--- src/rtl/game_pkg.sv ---
// Shared types and constants for the player motion engine.
package game_pkg;

    typedef enum logic [2:0] {
        GROUND,
        AIR,
        DEAD,
        WIN,
        OVER
    } state_t;

    localparam int PLAYER_W = 16;
    localparam int PLAYER_H = 16;
    localparam int SCREEN_W = 640;
    localparam int SCREEN_H = 480;

    // Adds a signed 6-bit velocity to a 10-bit position in 11-bit signed math.
    function automatic logic signed [10:0] pos_add(input logic [9:0] pos,
                                                   input logic signed [5:0] vel);
        return $signed({1'b0, pos}) + $signed({{5{vel[5]}}, vel});
    endfunction

endpackage

--- src/rtl/jump_edge_latch.sv ---
// Turns a held jump button into a one-shot request that lives until the next frame.
module jump_edge_latch (
    input  logic clk,
    input  logic reset,
    input  logic frame_tick,
    input  logic btn_jump,
    output logic jump_req
);

    logic btn_prev;

    // Latch a press; a press landing on the tick clock survives into the next frame.
    always_ff @(posedge clk) begin
        if (reset) begin
            btn_prev <= 1'b0;
            jump_req <= 1'b0;
        end else begin
            btn_prev <= btn_jump;
            if (btn_jump && !btn_prev)
                jump_req <= 1'b1;
            else if (frame_tick)
                jump_req <= 1'b0;
        end
    end

endmodule

--- src/rtl/player_motion_ctrl.sv ---
// Per-frame player physics: walking, jumping, gravity, landing, death, goal and lives.
module player_motion_ctrl
    import game_pkg::*;
#(
    parameter int SPAWN_X        = 20,
    parameter int SPAWN_Y        = 344,
    parameter int WALK_SPEED     = 2,
    parameter int JUMP_VEL       = 9,
    parameter int GRAVITY        = 1,
    parameter int MAX_FALL       = 8,
    parameter int X_MAX          = 623,
    parameter int FALL_LIMIT     = 464,
    parameter int RESPAWN_FRAMES = 60,
    parameter int START_LIVES    = 3
) (
    input  logic       clk,
    input  logic       reset,
    input  logic       frame_tick,
    input  logic       btn_left,
    input  logic       btn_right,
    input  logic       btn_jump,
    input  logic [1:0] level,
    input  logic       on_ground,
    input  logic [9:0] support_y,
    input  logic       hit_ceiling,
    input  logic       hit_left_wall,
    input  logic       hit_right_wall,
    input  logic       at_goal_region,
    input  logic       in_lava,
    output logic [9:0] player_x,
    output logic [9:0] player_y,
    output logic       facing_left,
    output logic [1:0] lives,
    output logic       level_done,
    output logic       death,
    output logic       game_over
);

    localparam int CNT_W = (RESPAWN_FRAMES > 1) ? $clog2(RESPAWN_FRAMES) : 1;
    localparam logic [9:0]        SPAWN_X_V = 10'(SPAWN_X);
    localparam logic [9:0]        SPAWN_Y_V = 10'(SPAWN_Y);
    localparam logic signed [10:0] WALK_V   = 11'(WALK_SPEED);
    localparam logic signed [10:0] X_MAX_V  = 11'(X_MAX);
    localparam logic signed [10:0] FALL_V   = 11'(FALL_LIMIT);
    localparam logic signed [10:0] HEIGHT_V = 11'(PLAYER_H);
    localparam logic signed [5:0]  JUMP_V   = 6'(JUMP_VEL);
    localparam logic signed [5:0]  GRAV_V   = 6'(GRAVITY);
    localparam logic signed [5:0]  MAXF_V   = 6'(MAX_FALL);
    localparam logic [1:0]         LIVES_V  = 2'(START_LIVES);
    localparam logic [CNT_W-1:0]   CNT_LAST = CNT_W'(RESPAWN_FRAMES - 1);

    state_t                  state, state_n;
    logic signed [5:0]       vy, vy_n, vy_t, vy_g;
    logic [9:0]              x_n, y_n, x_mv, land_y, fall_y, jump_y;
    logic signed [10:0]      dx, x_sum, land_sum, fall_sum, jump_sum;
    logic                    face_n, face_mv, jump_req;
    logic [1:0]              lives_n, lvl_q, lvl_n;
    logic [CNT_W-1:0]        cnt, cnt_n;
    logic                    death_n, done_n, die, spawn;

    jump_edge_latch u_jump (
        .clk        (clk),
        .reset      (reset),
        .frame_tick (frame_tick),
        .btn_jump   (btn_jump),
        .jump_req   (jump_req)
    );

    // Candidate motion for this frame, independent of the current state.
    always_comb begin
        dx      = '0;
        face_mv = facing_left;
        if (btn_right && !btn_left) begin
            face_mv = 1'b0;
            if (!hit_right_wall) dx = WALK_V;
        end else if (btn_left && !btn_right) begin
            face_mv = 1'b1;
            if (!hit_left_wall) dx = -WALK_V;
        end
        x_sum = $signed({1'b0, player_x}) + dx;
        if (x_sum < 0)            x_mv = '0;
        else if (x_sum > X_MAX_V) x_mv = X_MAX_V[9:0];
        else                      x_mv = x_sum[9:0];

        land_sum = $signed({1'b0, support_y}) - HEIGHT_V;
        land_y   = (land_sum < 0) ? '0 : land_sum[9:0];
        jump_sum = pos_add(player_y, -JUMP_V);
        jump_y   = (jump_sum < 0) ? '0 : jump_sum[9:0];

        vy_t     = (hit_ceiling && vy < 0) ? '0 : vy;
        vy_g     = ((vy_t + GRAV_V) > MAXF_V) ? MAXF_V : (vy_t + GRAV_V);
        fall_sum = pos_add(player_y, vy_g);
        fall_y   = (fall_sum < 0) ? '0 : fall_sum[9:0];
    end

    // Next-state and datapath update, evaluated only on a frame tick.
    always_comb begin
        state_n = state;
        x_n     = player_x;
        y_n     = player_y;
        vy_n    = vy;
        lives_n = lives;
        cnt_n   = cnt;
        lvl_n   = lvl_q;
        face_n  = facing_left;
        death_n = 1'b0;
        done_n  = 1'b0;
        die     = 1'b0;
        spawn   = 1'b0;
        if (frame_tick) begin
            case (state)
                GROUND: begin
                    if (in_lava) begin
                        die = 1'b1;
                    end else if (at_goal_region) begin
                        state_n = WIN;
                        done_n  = 1'b1;
                        lvl_n   = level;
                    end else begin
                        x_n    = x_mv;
                        face_n = face_mv;
                        if (jump_req && on_ground) begin
                            vy_n    = (jump_sum < 0) ? '0 : -JUMP_V;
                            y_n     = jump_y;
                            state_n = AIR;
                        end else if (!on_ground) begin
                            vy_n    = '0;
                            state_n = AIR;
                        end else begin
                            y_n = land_y;
                        end
                    end
                end
                AIR: begin
                    x_n    = x_mv;
                    face_n = face_mv;
                    if (on_ground && !vy_t[5]) begin
                        y_n     = land_y;
                        vy_n    = '0;
                        state_n = GROUND;
                    end else begin
                        vy_n = (fall_sum < 0) ? '0 : vy_g;
                        y_n  = fall_y;
                        if (in_lava || fall_sum >= FALL_V) die = 1'b1;
                    end
                end
                DEAD: begin
                    if (cnt == CNT_LAST) spawn = 1'b1;
                    else                 cnt_n = cnt + 1'b1;
                end
                WIN: begin
                    if (level != lvl_q) spawn = 1'b1;
                end
                default: ;
            endcase
        end
        if (die) begin
            death_n = 1'b1;
            lives_n = (lives == 2'd0) ? 2'd0 : lives - 1'b1;
            cnt_n   = '0;
            state_n = (lives_n == 2'd0) ? OVER : DEAD;
        end
        if (spawn) begin
            x_n     = SPAWN_X_V;
            y_n     = SPAWN_Y_V;
            vy_n    = '0;
            state_n = GROUND;
        end
    end

    // State register.
    always_ff @(posedge clk) begin
        if (reset) state <= GROUND;
        else       state <= state_n;
    end

    // Position, velocity, lives, counters and registered pulses.
    always_ff @(posedge clk) begin
        if (reset) begin
            player_x    <= SPAWN_X_V;
            player_y    <= SPAWN_Y_V;
            vy          <= '0;
            lives       <= LIVES_V;
            cnt         <= '0;
            lvl_q       <= '0;
            facing_left <= 1'b0;
            death       <= 1'b0;
            level_done  <= 1'b0;
        end else begin
            player_x    <= x_n;
            player_y    <= y_n;
            vy          <= vy_n;
            lives       <= lives_n;
            cnt         <= cnt_n;
            lvl_q       <= lvl_n;
            facing_left <= face_n;
            death       <= death_n;
            level_done  <= done_n;
        end
    end

    // Game-over level follows the terminal state.
    always_comb begin
        game_over = (state == OVER);
    end

endmodule

--- config.mk ---
export PLATFORM = sky130hd
export DESIGN_NAME = player_motion_ctrl
export DESIGN_NICKNAME = d
export VERILOG_FILES = /design/src/rtl/game_pkg.sv /design/src/rtl/jump_edge_latch.sv /design/src/rtl/player_motion_ctrl.sv
export SDC_FILE = /design/constraint.sdc
export NUM_CORES = 1
export LEC_CHECK = 0
export CAP_MARGIN = 15
export CORE_MARGIN = 2
export CORE_UTILIZATION = 45
export CTS_CLUSTER_SIZE = 28
export DETAILED_ROUTE_END_ITERATION = 6
export PLACE_DENSITY = 0.77
export SYNTH_ARGS = -nofsm -noshare
export SYNTH_HDL_FRONTEND = slang
export SYNTH_SLANG_ARGS = --single-unit
--- constraint.sdc ---
create_clock -name clk -period 5.6 [get_ports clk]
set_input_delay 0.56 -clock clk [delete_from_list [all_inputs] [get_ports clk]]
set_output_delay 0.56 -clock clk [all_outputs]
set_load 0.05 [all_outputs]
==> results.yml <==
floorplanning:
  core_um2: 7330
  rows: 31
  die_area_um2: 8340
  die_h_um: 91.3
  pin_count: 50
  fp.dieW_um: 91.3
  start_util_pct: 46.8
global_route:
  grt_overflow: 0
  grt_pass1_vias: 3219
  grt.total_usage_pct: 21.5
  antenna_found_initial: 0
  grt_pass1_wl_mm: 14.9
  grt_max_degree: 23
clock_network:
  cts_buffers: 5
  clkTransAtPathRegs_ns: 0.09
  clock_latency_ns: 0.30
  cts_root_buf: "clkbuf_8"
  clockBufferDepth: 2
  postCtsSetupBuffers: 0
  cts_sinks: 44
  cts_hold_buf: 0
  cts_resized: 0
  h-tree-depth: 2
  cts_tree: "done"
route:
  drc: 0
  wirelength_mm: 8.74
  ant_nets: 0
  via_per_inst: 5.86
  first_iter_violations: 174
  firstDrtPassIters: 4
  wl_met2_mm: 4.06
  wl_met3_um: 452
  vias: 3472
  top_layer_used: "met4"
  wl_met1_mm: 4.09
  routedWlPerCell_um: 14.8
timing:
  finalWorstPathRequiredPeriod_ns: 4.97
  setup_violations: 0
  final_max_slew_viol_count: 0
  worstMarginPinSlew_ns: 1.10
  holdWs_ns: 0.488
  setup_tns_ns: 0
  relSlewSlack_pct: 26.5
  rsz0062_at_grt: "no"
  fmax_mhz: 201
  final.setup_skew_ns: 0.00981
  timing.final.crit_share_pct: 88.7
  hold_viol: 0
synthesis:
  ys_ff_latch: 44
  synth_fp_nets: 499
  yosys_warnings: 0
  netlist_instances: 455
  mappedNetlistArea_um2: 3430
  ys.flop_type: "dfxtp_1"
  synth.area.top_cells: "dfxtp_1 26%, ha_1 6.6%, a21oi_1 6.3%, nor2_1 6.0%, nand2_1 4.5%"
  ys_types: 66
  synth-seq-area-share_pct: 25.7
  syn_area_per_cell_um2: 7.54
  synth_top_cell_by_area: "dfxtp_1"
  synth-edff-count: 0
  ys_async_sr_fraction_pct: 0
  yosysTopAreaCellShare_pct: 25.7
worst_setup_path:
  reg2regPathDepth: 20
  cp.required_ns: 5.77
  worst_setup_path_start_kind: "input pin"
  worstReg2RegEnd: "state[0]$_SDFFE_PP0P_"
  critPathKind: "input pin to flop"
  r2r_slack_ns: 0.96
  cp.arrival_ns: 5.13
  rr_startpoint: "vy[5]$_SDFFE_PP0P_"
  end_kind: "flop"
  path_max_fanout: 11
place:
  dp.final_hpwl_mm: 6.67
  io_buffer_count: 49
  place_inst: 585
  gp_congestion: 0.907
hold_path:
  worstHoldStart: "facing_left$_SDFFE_PP0P_"
  min_path_cells: 2
  hold_end: "facing_left$_SDFFE_PP0P_"
  hp-class: "flop to flop"
final_layout:
  drive_gt1_share_pct: 4.26
  syn_to_final_growth_pct: 18.0
  n_antenna_cell: 0
  fin_cells: 592
  nets: 537
  post-route-util_pct: 55.2
power_and_ir_drop:
  p_per_area_nw_per_um2: 207
  total_power_mw: 0.839
  leakage_nw: 1.49
  peakVddDrop_mv: 0.116
outcome:
  status: "finished, final reports clean"
flow_run:
  max_cap_viol_count: 0
[state kept, by name (all words and copies together), names as in the netlist]
signal and flops:
cnt 6, death 1, facing_left 1, level_done 1, lives 2, lvl_q 2, player_x 10, player_y 10
state 3, u_jump.btn_prev 1, u_jump.jump_req 1, vy 6
[stage by stage]
stage | area, um^2 | setup WS (ns)
after floorplan | 3430 | 1.30
after global placement | 3970 | 0.500
after detailed placement | 3970 | 0.388
after CTS | 4050 | 0.692
after global routing | 4050 | 0.261
final | 4050 | 0.635
[cells in the mapped netlist (all sizes together), types with 5 or more instances]
master	instances
and2	6
a21oi	43
xnor2	15
buf	6
nor2b	7
ha	18
mux2i	5
nor4	6
nor3	25
nand4	5
nor2	55
o22ai	7
clkbuf	14
a221oi	8
inv	14
o211ai	7
xor2	13
a211oi	6
dfxtp	44
nor3b	7
nand2b	10
o21ai	23
or2	6
nand2	41
nand3	11
a21o	5
[layout by cell type, fill, tap and decap left out, drive strengths merged, types with 6 or more instances in the layout]
cell	instances
a211oi	6
nor2	55
and2	6
inv	14
nand3	11
nor3b	7
o21ai	23
nor4	6
a21oi	43
xor2	13
a221oi	8
nor2b	7
dfxtp	44
o211ai	7
ha	18
o22ai	7
nand2	41
clkdlybuf4s50	49
nor3	25
xnor2	15
or2	6
nand2b	10
[cells by family after synthesis]
group / Yosys count / share of synthesized area (%)
AO/OA/AOI/OAI: 129 / 25.0
XOR/XNOR: 29 / 7.80
adder cells (fa/ha/maj): 20 / 7.73
buffers and inverters: 34 / 4.23
flip-flops: 44 / 25.7
multiplexers: 6 / 1.79
AND/OR/NAND/NOR: 193 / 27.8
[where the power goes]
part | switching [mW] | internal (mW) | total [mW]
clock network | 0.113 | 0.0846 | 0.197
registers | 0.0285 | 0.331 | 0.359
logic | 0.170 | 0.112 | 0.283
total | 0.311 | 0.528 | 0.839
[critical path, cell delays in order]
cell and delay (ns):
clkdlybuf4s50_1 0.52, nand2_1 0.09, and2_1 0.21, ha_1 0.21, nand2_1 0.13, nor3b_1 0.27, nor3_1 0.07, or3_1 0.31
o21ai_1 0.25, nor2_1 0.08, ha_1 0.22, fa_1 0.40, a211oi_1 0.35, o21ai_0 0.25, a21o_1 0.24, o32ai_2 0.14
xor2_1 0.23, nand4b_1 0.15, a21oi_1 0.17, buf_4 0.19, o22ai_1 0.08
[final cells by class]
class / count / area [um^2]
inverter: 14 / 52.6
fill: 669 / 3280
multi-input combinational: 377 / 2410
clock inverter: 2 / 12.5
tap: 99 / 124
sequential: 44 / 881
timing repair buffer: 51 / 505
clock buffer: 5 / 68.8
[worst max path at each step]
| stage | from | to | slack, ns | depth (start not counted) |
|---|---|---|---|---|
| 2_1_floorplan | hit_ceiling | lives[0]$_SDFFE_PP1P_ | 1.30 | 19 |
| 3_3_place_gp | hit_ceiling | state[0]$_SDFFE_PP0P_ | 0.50 | 21 |
| 3_5_place_dp | hit_ceiling | lives[0]$_SDFFE_PP1P_ | 0.39 | 20 |
| 4_1_cts | hit_ceiling | state[0]$_SDFFE_PP0P_ | 0.69 | 21 |
| 5_1_grt | hit_ceiling | state[0]$_SDFFE_PP0P_ | 0.26 | 21 |
| 6_report | hit_ceiling | state[0]$_SDFFE_PP0P_ | 0.63 | 21 |
[metal layers]
layer,track usage [%],vias up
li1,-,1750
met1,29.2,1604
met2,35.4,105
met3,3.32,13
met4,5.93,0
met5,0,-
Power figures use the tool's default switching activity.
